### src/rtl/xpar_mbox.sv
// Host/device mailbox: a host register port (DATA/STATUS/CTRL/ERR) over an H2D and a D2H FIFO.
// Latency: host reads are combinational; pushes and pops land at the clock edge; irq is registered.
// Backpressure: dev_tx_ready drops when D2H is full; a host push into a full H2D is dropped unless popped that cycle.
//
// Ports:
//   clk, rst (async active-low)
//   par_addr/par_out/par_we/par_re -> par_in : host register access, par_addr[1:0] selects
//       0 DATA, 1 STATUS, 2 CTRL, 3 ERR
//   dev_rx_data/dev_rx_valid/dev_rx_ready : H2D head toward the device
//   dev_tx_data/dev_tx_valid/dev_tx_ready : device push into D2H
//   irq : level interrupt, irq_en & (D2H not empty | any error flag)
// Optional feature: define XPAR_MBOX_ERR_EN for sticky write-1-to-clear error flags in ERR.
// FIFO_DEPTH must be a power of two in 2..128 so pointers wrap naturally.
module xpar_mbox #(
    parameter int DATA_W     = 32,
    parameter int PADDR_W    = 16,
    parameter int FIFO_DEPTH = 8
) (
    input  logic               clk,
    input  logic               rst,
    input  logic [PADDR_W-1:0] par_addr,
    input  logic [DATA_W-1:0]  par_out,
    input  logic               par_we,
    input  logic               par_re,
    output logic [DATA_W-1:0]  par_in,
    output logic [DATA_W-1:0]  dev_rx_data,
    output logic               dev_rx_valid,
    input  logic               dev_rx_ready,
    input  logic [DATA_W-1:0]  dev_tx_data,
    input  logic               dev_tx_valid,
    output logic               dev_tx_ready,
    output logic               irq
);

    localparam int AW = $clog2(FIFO_DEPTH);
    localparam int CW = AW + 1;
    localparam logic [CW-1:0] CNT_FULL = CW'(FIFO_DEPTH);
    localparam logic [CW-1:0] CNT_ONE  = CW'(1);
    localparam logic [AW-1:0] PTR_ONE  = AW'(1);

    // Only the low two address bits are decoded.
    logic unused_addr_bits;
    assign unused_addr_bits = ^par_addr[PADDR_W-1:2];

    logic [1:0] sel;
    logic       host_rd;
    logic       data_wr, ctrl_wr, data_rd, flush;

    logic [DATA_W-1:0] h2d_mem_q [FIFO_DEPTH];
    logic [DATA_W-1:0] d2h_mem_q [FIFO_DEPTH];
    logic [AW-1:0] h2d_wp_q, h2d_wp_d, h2d_rp_q, h2d_rp_d;
    logic [AW-1:0] d2h_wp_q, d2h_wp_d, d2h_rp_q, d2h_rp_d;
    logic [CW-1:0] h2d_cnt_q, h2d_cnt_d, d2h_cnt_q, d2h_cnt_d;
    logic          irq_en_q, irq_en_d, irq_q, irq_d;

    logic h2d_full, h2d_empty, d2h_full, d2h_empty;
    logic h2d_push, h2d_pop, d2h_push, d2h_pop;
    logic err_any;
    logic [DATA_W-1:0] err_rd;
    logic [DATA_W-1:0] status;

    // A simultaneous write wins over a read: the read neither returns data nor pops.
    assign sel     = par_addr[1:0];
    assign host_rd = par_re & ~par_we;
    assign data_wr = par_we & (sel == 2'd0);
    assign ctrl_wr = par_we & (sel == 2'd2);
    assign data_rd = host_rd & (sel == 2'd0);
    assign flush   = ctrl_wr & par_out[1];

    assign h2d_full  = (h2d_cnt_q == CNT_FULL);
    assign h2d_empty = (h2d_cnt_q == '0);
    assign d2h_full  = (d2h_cnt_q == CNT_FULL);
    assign d2h_empty = (d2h_cnt_q == '0);

    // A push into a full FIFO is still taken when the same cycle frees a slot.
    assign h2d_pop  = ~h2d_empty & dev_rx_ready;
    assign h2d_push = data_wr & (~h2d_full | h2d_pop);
    assign d2h_pop  = data_rd & ~d2h_empty;
    assign d2h_push = dev_tx_valid & (~d2h_full | d2h_pop);

`ifdef XPAR_MBOX_ERR_EN
    logic       err_wr, h2d_drop, d2h_drop, d2h_udf;
    logic [2:0] err_q, err_d;

    assign err_wr   = par_we & (sel == 2'd3);
    assign h2d_drop = data_wr & h2d_full & ~h2d_pop;
    assign d2h_drop = dev_tx_valid & d2h_full & ~d2h_pop;
    assign d2h_udf  = data_rd & d2h_empty;

    // Clear first, then set, so a same-cycle set survives the clear.
    always_comb begin
        err_d = err_q;
        if (err_wr) begin
            err_d = err_q & ~par_out[2:0];
        end
        err_d = err_d | {d2h_udf, d2h_drop, h2d_drop};
    end

    always_ff @(posedge clk or negedge rst) begin
        if (!rst) begin
            err_q <= '0;
        end else begin
            err_q <= err_d;
        end
    end

    assign err_any = |err_q;
    assign err_rd  = {{(DATA_W-3){1'b0}}, err_q};
`else
    assign err_any = 1'b0;
    assign err_rd  = '0;
`endif

    always_comb begin
        h2d_wp_d  = h2d_wp_q;
        h2d_rp_d  = h2d_rp_q;
        h2d_cnt_d = h2d_cnt_q;
        d2h_wp_d  = d2h_wp_q;
        d2h_rp_d  = d2h_rp_q;
        d2h_cnt_d = d2h_cnt_q;

        if (h2d_push) h2d_wp_d = h2d_wp_q + PTR_ONE;
        if (h2d_pop)  h2d_rp_d = h2d_rp_q + PTR_ONE;
        case ({h2d_push, h2d_pop})
            2'b10:   h2d_cnt_d = h2d_cnt_q + CNT_ONE;
            2'b01:   h2d_cnt_d = h2d_cnt_q - CNT_ONE;
            default: h2d_cnt_d = h2d_cnt_q;
        endcase

        if (d2h_push) d2h_wp_d = d2h_wp_q + PTR_ONE;
        if (d2h_pop)  d2h_rp_d = d2h_rp_q + PTR_ONE;
        case ({d2h_push, d2h_pop})
            2'b10:   d2h_cnt_d = d2h_cnt_q + CNT_ONE;
            2'b01:   d2h_cnt_d = d2h_cnt_q - CNT_ONE;
            default: d2h_cnt_d = d2h_cnt_q;
        endcase

        // Flush overrides any push/pop in the same cycle.
        if (flush) begin
            h2d_wp_d  = '0;
            h2d_rp_d  = '0;
            h2d_cnt_d = '0;
            d2h_wp_d  = '0;
            d2h_rp_d  = '0;
            d2h_cnt_d = '0;
        end

        irq_en_d = ctrl_wr ? par_out[0] : irq_en_q;
        irq_d    = irq_en_q & (~d2h_empty | err_any);
    end

    always_ff @(posedge clk or negedge rst) begin
        if (!rst) begin
            h2d_wp_q  <= '0;
            h2d_rp_q  <= '0;
            h2d_cnt_q <= '0;
            d2h_wp_q  <= '0;
            d2h_rp_q  <= '0;
            d2h_cnt_q <= '0;
            irq_en_q  <= 1'b0;
            irq_q     <= 1'b0;
        end else begin
            h2d_wp_q  <= h2d_wp_d;
            h2d_rp_q  <= h2d_rp_d;
            h2d_cnt_q <= h2d_cnt_d;
            d2h_wp_q  <= d2h_wp_d;
            d2h_rp_q  <= d2h_rp_d;
            d2h_cnt_q <= d2h_cnt_d;
            irq_en_q  <= irq_en_d;
            irq_q     <= irq_d;
        end
    end

    // Storage is not reset; the counts alone decide what is valid.
    always_ff @(posedge clk) begin
        if (h2d_push) h2d_mem_q[h2d_wp_q] <= par_out;
        if (d2h_push) d2h_mem_q[d2h_wp_q] <= dev_tx_data;
    end

    always_comb begin
        status            = '0;
        status[0]         = h2d_full;
        status[1]         = h2d_empty;
        status[2]         = d2h_full;
        status[3]         = d2h_empty;
        status[8 +: CW]   = h2d_cnt_q;
        status[16 +: CW]  = d2h_cnt_q;
    end

    // Read data is forced to zero while in reset so STATUS cannot leak its empty flags.
    always_comb begin
        par_in = '0;
        if (rst && host_rd) begin
            case (sel)
                2'd0:    par_in = d2h_empty ? '0 : d2h_mem_q[d2h_rp_q];
                2'd1:    par_in = status;
                2'd2:    par_in[0] = irq_en_q;
                default: par_in = err_rd;
            endcase
        end
    end

    assign dev_rx_valid = ~h2d_empty;
    assign dev_rx_data  = h2d_empty ? '0 : h2d_mem_q[h2d_rp_q];
    assign dev_tx_ready = ~d2h_full;
    assign irq          = irq_q;

endmodule

### config.mk
export PLATFORM = sky130hd
export DESIGN_NAME = xpar_mbox
export DESIGN_NICKNAME = d
export VERILOG_FILES = /design/src/rtl/xpar_mbox.sv
export SDC_FILE = /design/constraint.sdc
export NUM_CORES = 1
export LEC_CHECK = 0
export CORE_UTILIZATION = 60
export CTS_BUF_LIST = sky130_fd_sc_hd__clkbuf_8
export DETAILED_ROUTE_END_ITERATION = 16
export PLACE_DENSITY = 0.79
export SYNTH_ARGS = -nofsm -noshare
export SYNTH_HDL_FRONTEND = slang
export SYNTH_SLANG_ARGS = --single-unit
### constraint.sdc
create_clock -name clk -period 9.8 [get_ports clk]
set_input_delay 0.98 -clock clk [delete_from_list [all_inputs] [get_ports clk]]
set_output_delay 0.98 -clock clk [all_outputs]
set_load 0.02 [all_outputs]
==> flow_summary_export.csv <==
group,metric,value,unit
floorplanning,fp.dieW,189,um
power,power_density,260,nW/um^2
yosys,yosys.area_share.simple,0.0325,
floorplanning,io_pins,153,
yosys,ys_seq_elements,534,
finish,final_cell_mix,"edfxtp_1 (512), clkdlybuf4s50_1 (138), mux4_2 (128), clkbuf_8 (83), nor2_1 (72)",
cts,clock_sinks,534,
sta,fmax,0.187,GHz
floorplanning,dieArea,35600,sq um
yosys,synth_area_leaders,"edfxtp_1 (74%), mux4_2 (14%), mux2i_1 (3.3%)",
cts,clock_latency,0.60,ns
yosys,synth_area_per_cell,21.1,sq um
routing,via_per_inst,5.91,
yosys,syn_area,20900,sq um
cts,cts_hold_buf,0,
global_route,antenna_found_initial,2,
sta,worst_slack,4.45,ns
sta,worstMarginPinSlew,1.03,ns
yosys,yosysTopAreaCell,"edfxtp_1",
place,place.gp.congestion,0.752,
setup_path,cpMaxStageDelayCell,"clkdlybuf4s50_1",
setup_path,arrival,4.37,ns
yosys,synthAdderAreaFrac,0.00515,
sta,fin_setup_tns,0,ns
sta,setup_viol,0,
sta,slew_viol_final,0,
yosys,synth-compound-area-share,0.0107,
sta,skew,0.0249,ns
yosys,synth_flop_cell,"edfxtp_1",
sta,hold_violations,0,
finish,final_common_cell,"edfxtp_1",
routing,detail-route-antenna-nets,0,
setup_path,critPathMaxStageDelay,1.13,ns
yosys,netlist_instances,990,
place,dp_slack,4.38,ns
finish,drive_gt1_frac,0.228,
yosys,yosys.area_share.xor_xnor,0.00503,
floorplanning,start_util,0.617,
yosys,yosys_warnings,0,
yosys,yosysSeqAreaShare,0.762,
finish,syn_to_final_growth,16.7,%
cts,cts-resized-gates,0,
finish,final_cells,1697,
sta,finalCritPeriodShare,0.546,
cts,cts_tree,"yes",
routing,wl,38600,um
routing,drt-pass1-iter-count,5,
setup_path,cpMostUsedCell,"clkdlybuf4s50_1",
routing,post-route-drc-count,0,
sta,period_needed,5.35,ns
place,dp_cells,1548,
routing,wl_per_cell,22.8,um
place,dp_hpwl,21500,um
finish,nets,1278,
power,ir_drop,148,uV
yosys,synth_enable_flop_cells,512,
finish,nFillCells,1985,
place,io_buffer_count,138,
cts,cts.path.max_buffers,3,
setup_path,crit_type,"in2out",
sta,slew_headroom,0.316,
yosys,async_flop_share,0.0412,
cts,postCtsSetupBuffers,0,
setup_path,crit_buf_inv,2,
setup_path,cp_cell_sequence,"clkdlybuf4s50_1 > nand3b_1 > or4_2 > o21ai_0 > clkdlybuf4s50_1",
floorplanning,fp-row-count,67,
yosys,synthMuxAreaShare,0.172,
yosys,yosys.cell_types.count,50,
setup_path,cp.required,8.82,ns
global_route,first_global_vias,10642,
sta,rsz0062_at_grt,"no",
hold_path,hold_path_class,"reg2reg",
routing,drt_first_iter_violations,745,
global_route,grt_max_degree,55,
global_route,overflow,0,
status,outcome,"complete, no violations",
routing,via_count,10036,
power,p_leak,0.00781,uW
floorplanning,coreArea,33900,sq um
setup_path,startpoint_type,"input port",
setup_path,crit_path_end_kind,"output pin",
yosys,synth_top_family_by_area,"multiplexers",
cts,clk_pin_slew,0.06,ns
yosys,syn_nets,1084,
global_route,grt_pass1_wl,59600,um
sta,fin_hold_ws,0.543,ns
global_route,grtUsageTotal,0.226,
run,drv_cap,0,
floorplanning,die_h,189,um
finish,post-route-util,0.720,
cts,htreeDepth,3,
yosys,netlist.area_leader.share,0.736,
cts,cts_root_buf,"clkbuf_8",
setup_path,crit_fanout,31,
setup_path,cp_top_family,"buffers and inverters",
cts,cts_made_buffers,82,
layer usage:
metal / part of all wire / global-route usage / up-vias
met2: 0.52 / 0.387 / 373
li1: - / - / 4472
met5: 0 / 0 / -
met4: 0.019 / 0.0748 / 0
met1: 0.39 / 0.288 / 5127
met3: 0.073 / 0.0492 / 64
registers in the layout (all words and copies together) (netlist names):
name,count
irq_en_q,1
h2d_wp_q,3
h2d_rp_q,3
h2d_mem_q,256
d2h_wp_q,3
irq,1
d2h_rp_q,3
d2h_cnt_q,4
d2h_mem_q,256
h2d_cnt_q,4
cells in the mapped netlist (2+ instances only):
cell,instances
edfxtp_1,512
mux4_2,128
nor2_1,81
mux2i_1,69
clkbuf_1,25
dfrtp_1,22
nand2_1,20
buf_2,19
o21ai_0,13
nor3_1,12
a21oi_1,8
xor2_1,8
ha_1,7
nand2b_1,6
nand3_1,6
buf_1,5
xnor2_1,4
inv_1,3
o22ai_1,3
or3_1,3
a21o_1,2
buf_6,2
nand3b_1,2
nor4_1,2
o21a_1,2
or4_2,2
power by group:
part,switching [uW],internal [uW]
Clock,800,870
Combinational,880,898
Sequential,185,2720
layout make-up:
cell class	count	area, sq um	area share
tap	448	561	0.0230
timing repair buffer	163	1570	0.0643
clock inverter	64	353	0.0145
sequential	534	15900	0.653
antenna	2	5.00	0.000205
clock buffer	83	1140	0.0468
inverter	3	11.3	0.000462
multi-input combinational	400	4810	0.197
final timing paths:
kind                         startpoint               end  slack (ns)  cells past startpoint
setup / recovery                    rst        par_in[16]        4.45                      5
hold / removal                 irq_en_q               irq        0.54                      1
setup reg to reg           h2d_cnt_q[0]  h2d_mem_q[7][29]        7.06                      5
hold reg to reg                irq_en_q               irq        0.54                      1
max in group asynchronous           rst       d2h_rp_q[0]        8.12                      1
min in group asynchronous           rst          irq_en_q        0.93                      1
logic make-up (layout without fill, tap and decap cells):
group	after synthesis	after routing
DFF	534	534
buffers and inverters	56	313
xor gates and xnor gates	12	12
other	0	2
and+or+nand+nor	145	145
adders and majority gates	8	8
muxes	198	198
AOI/OAI and AO/OA	37	37
stage by stage:
step	cell area (sq um)	power, uW
after floorplan	20900	4160
after global placement	22900	4730
after CTS	24400	6430
after global routing	24400	6650
after detailed placement	22900	4770
final	24400	6350
worst reg2reg max path, delay by kind of cell, from the launching register on:
| family | cells | cell delay (ns) |
|---|---|---|
| simple gates | 3 | 0.95 |
| compound gates | 1 | 0.65 |
| flops | 1 | 0.52 |
| buf+inv | 1 | 0.33 |
No activity file was read; power rests on OpenSTA's default activity.
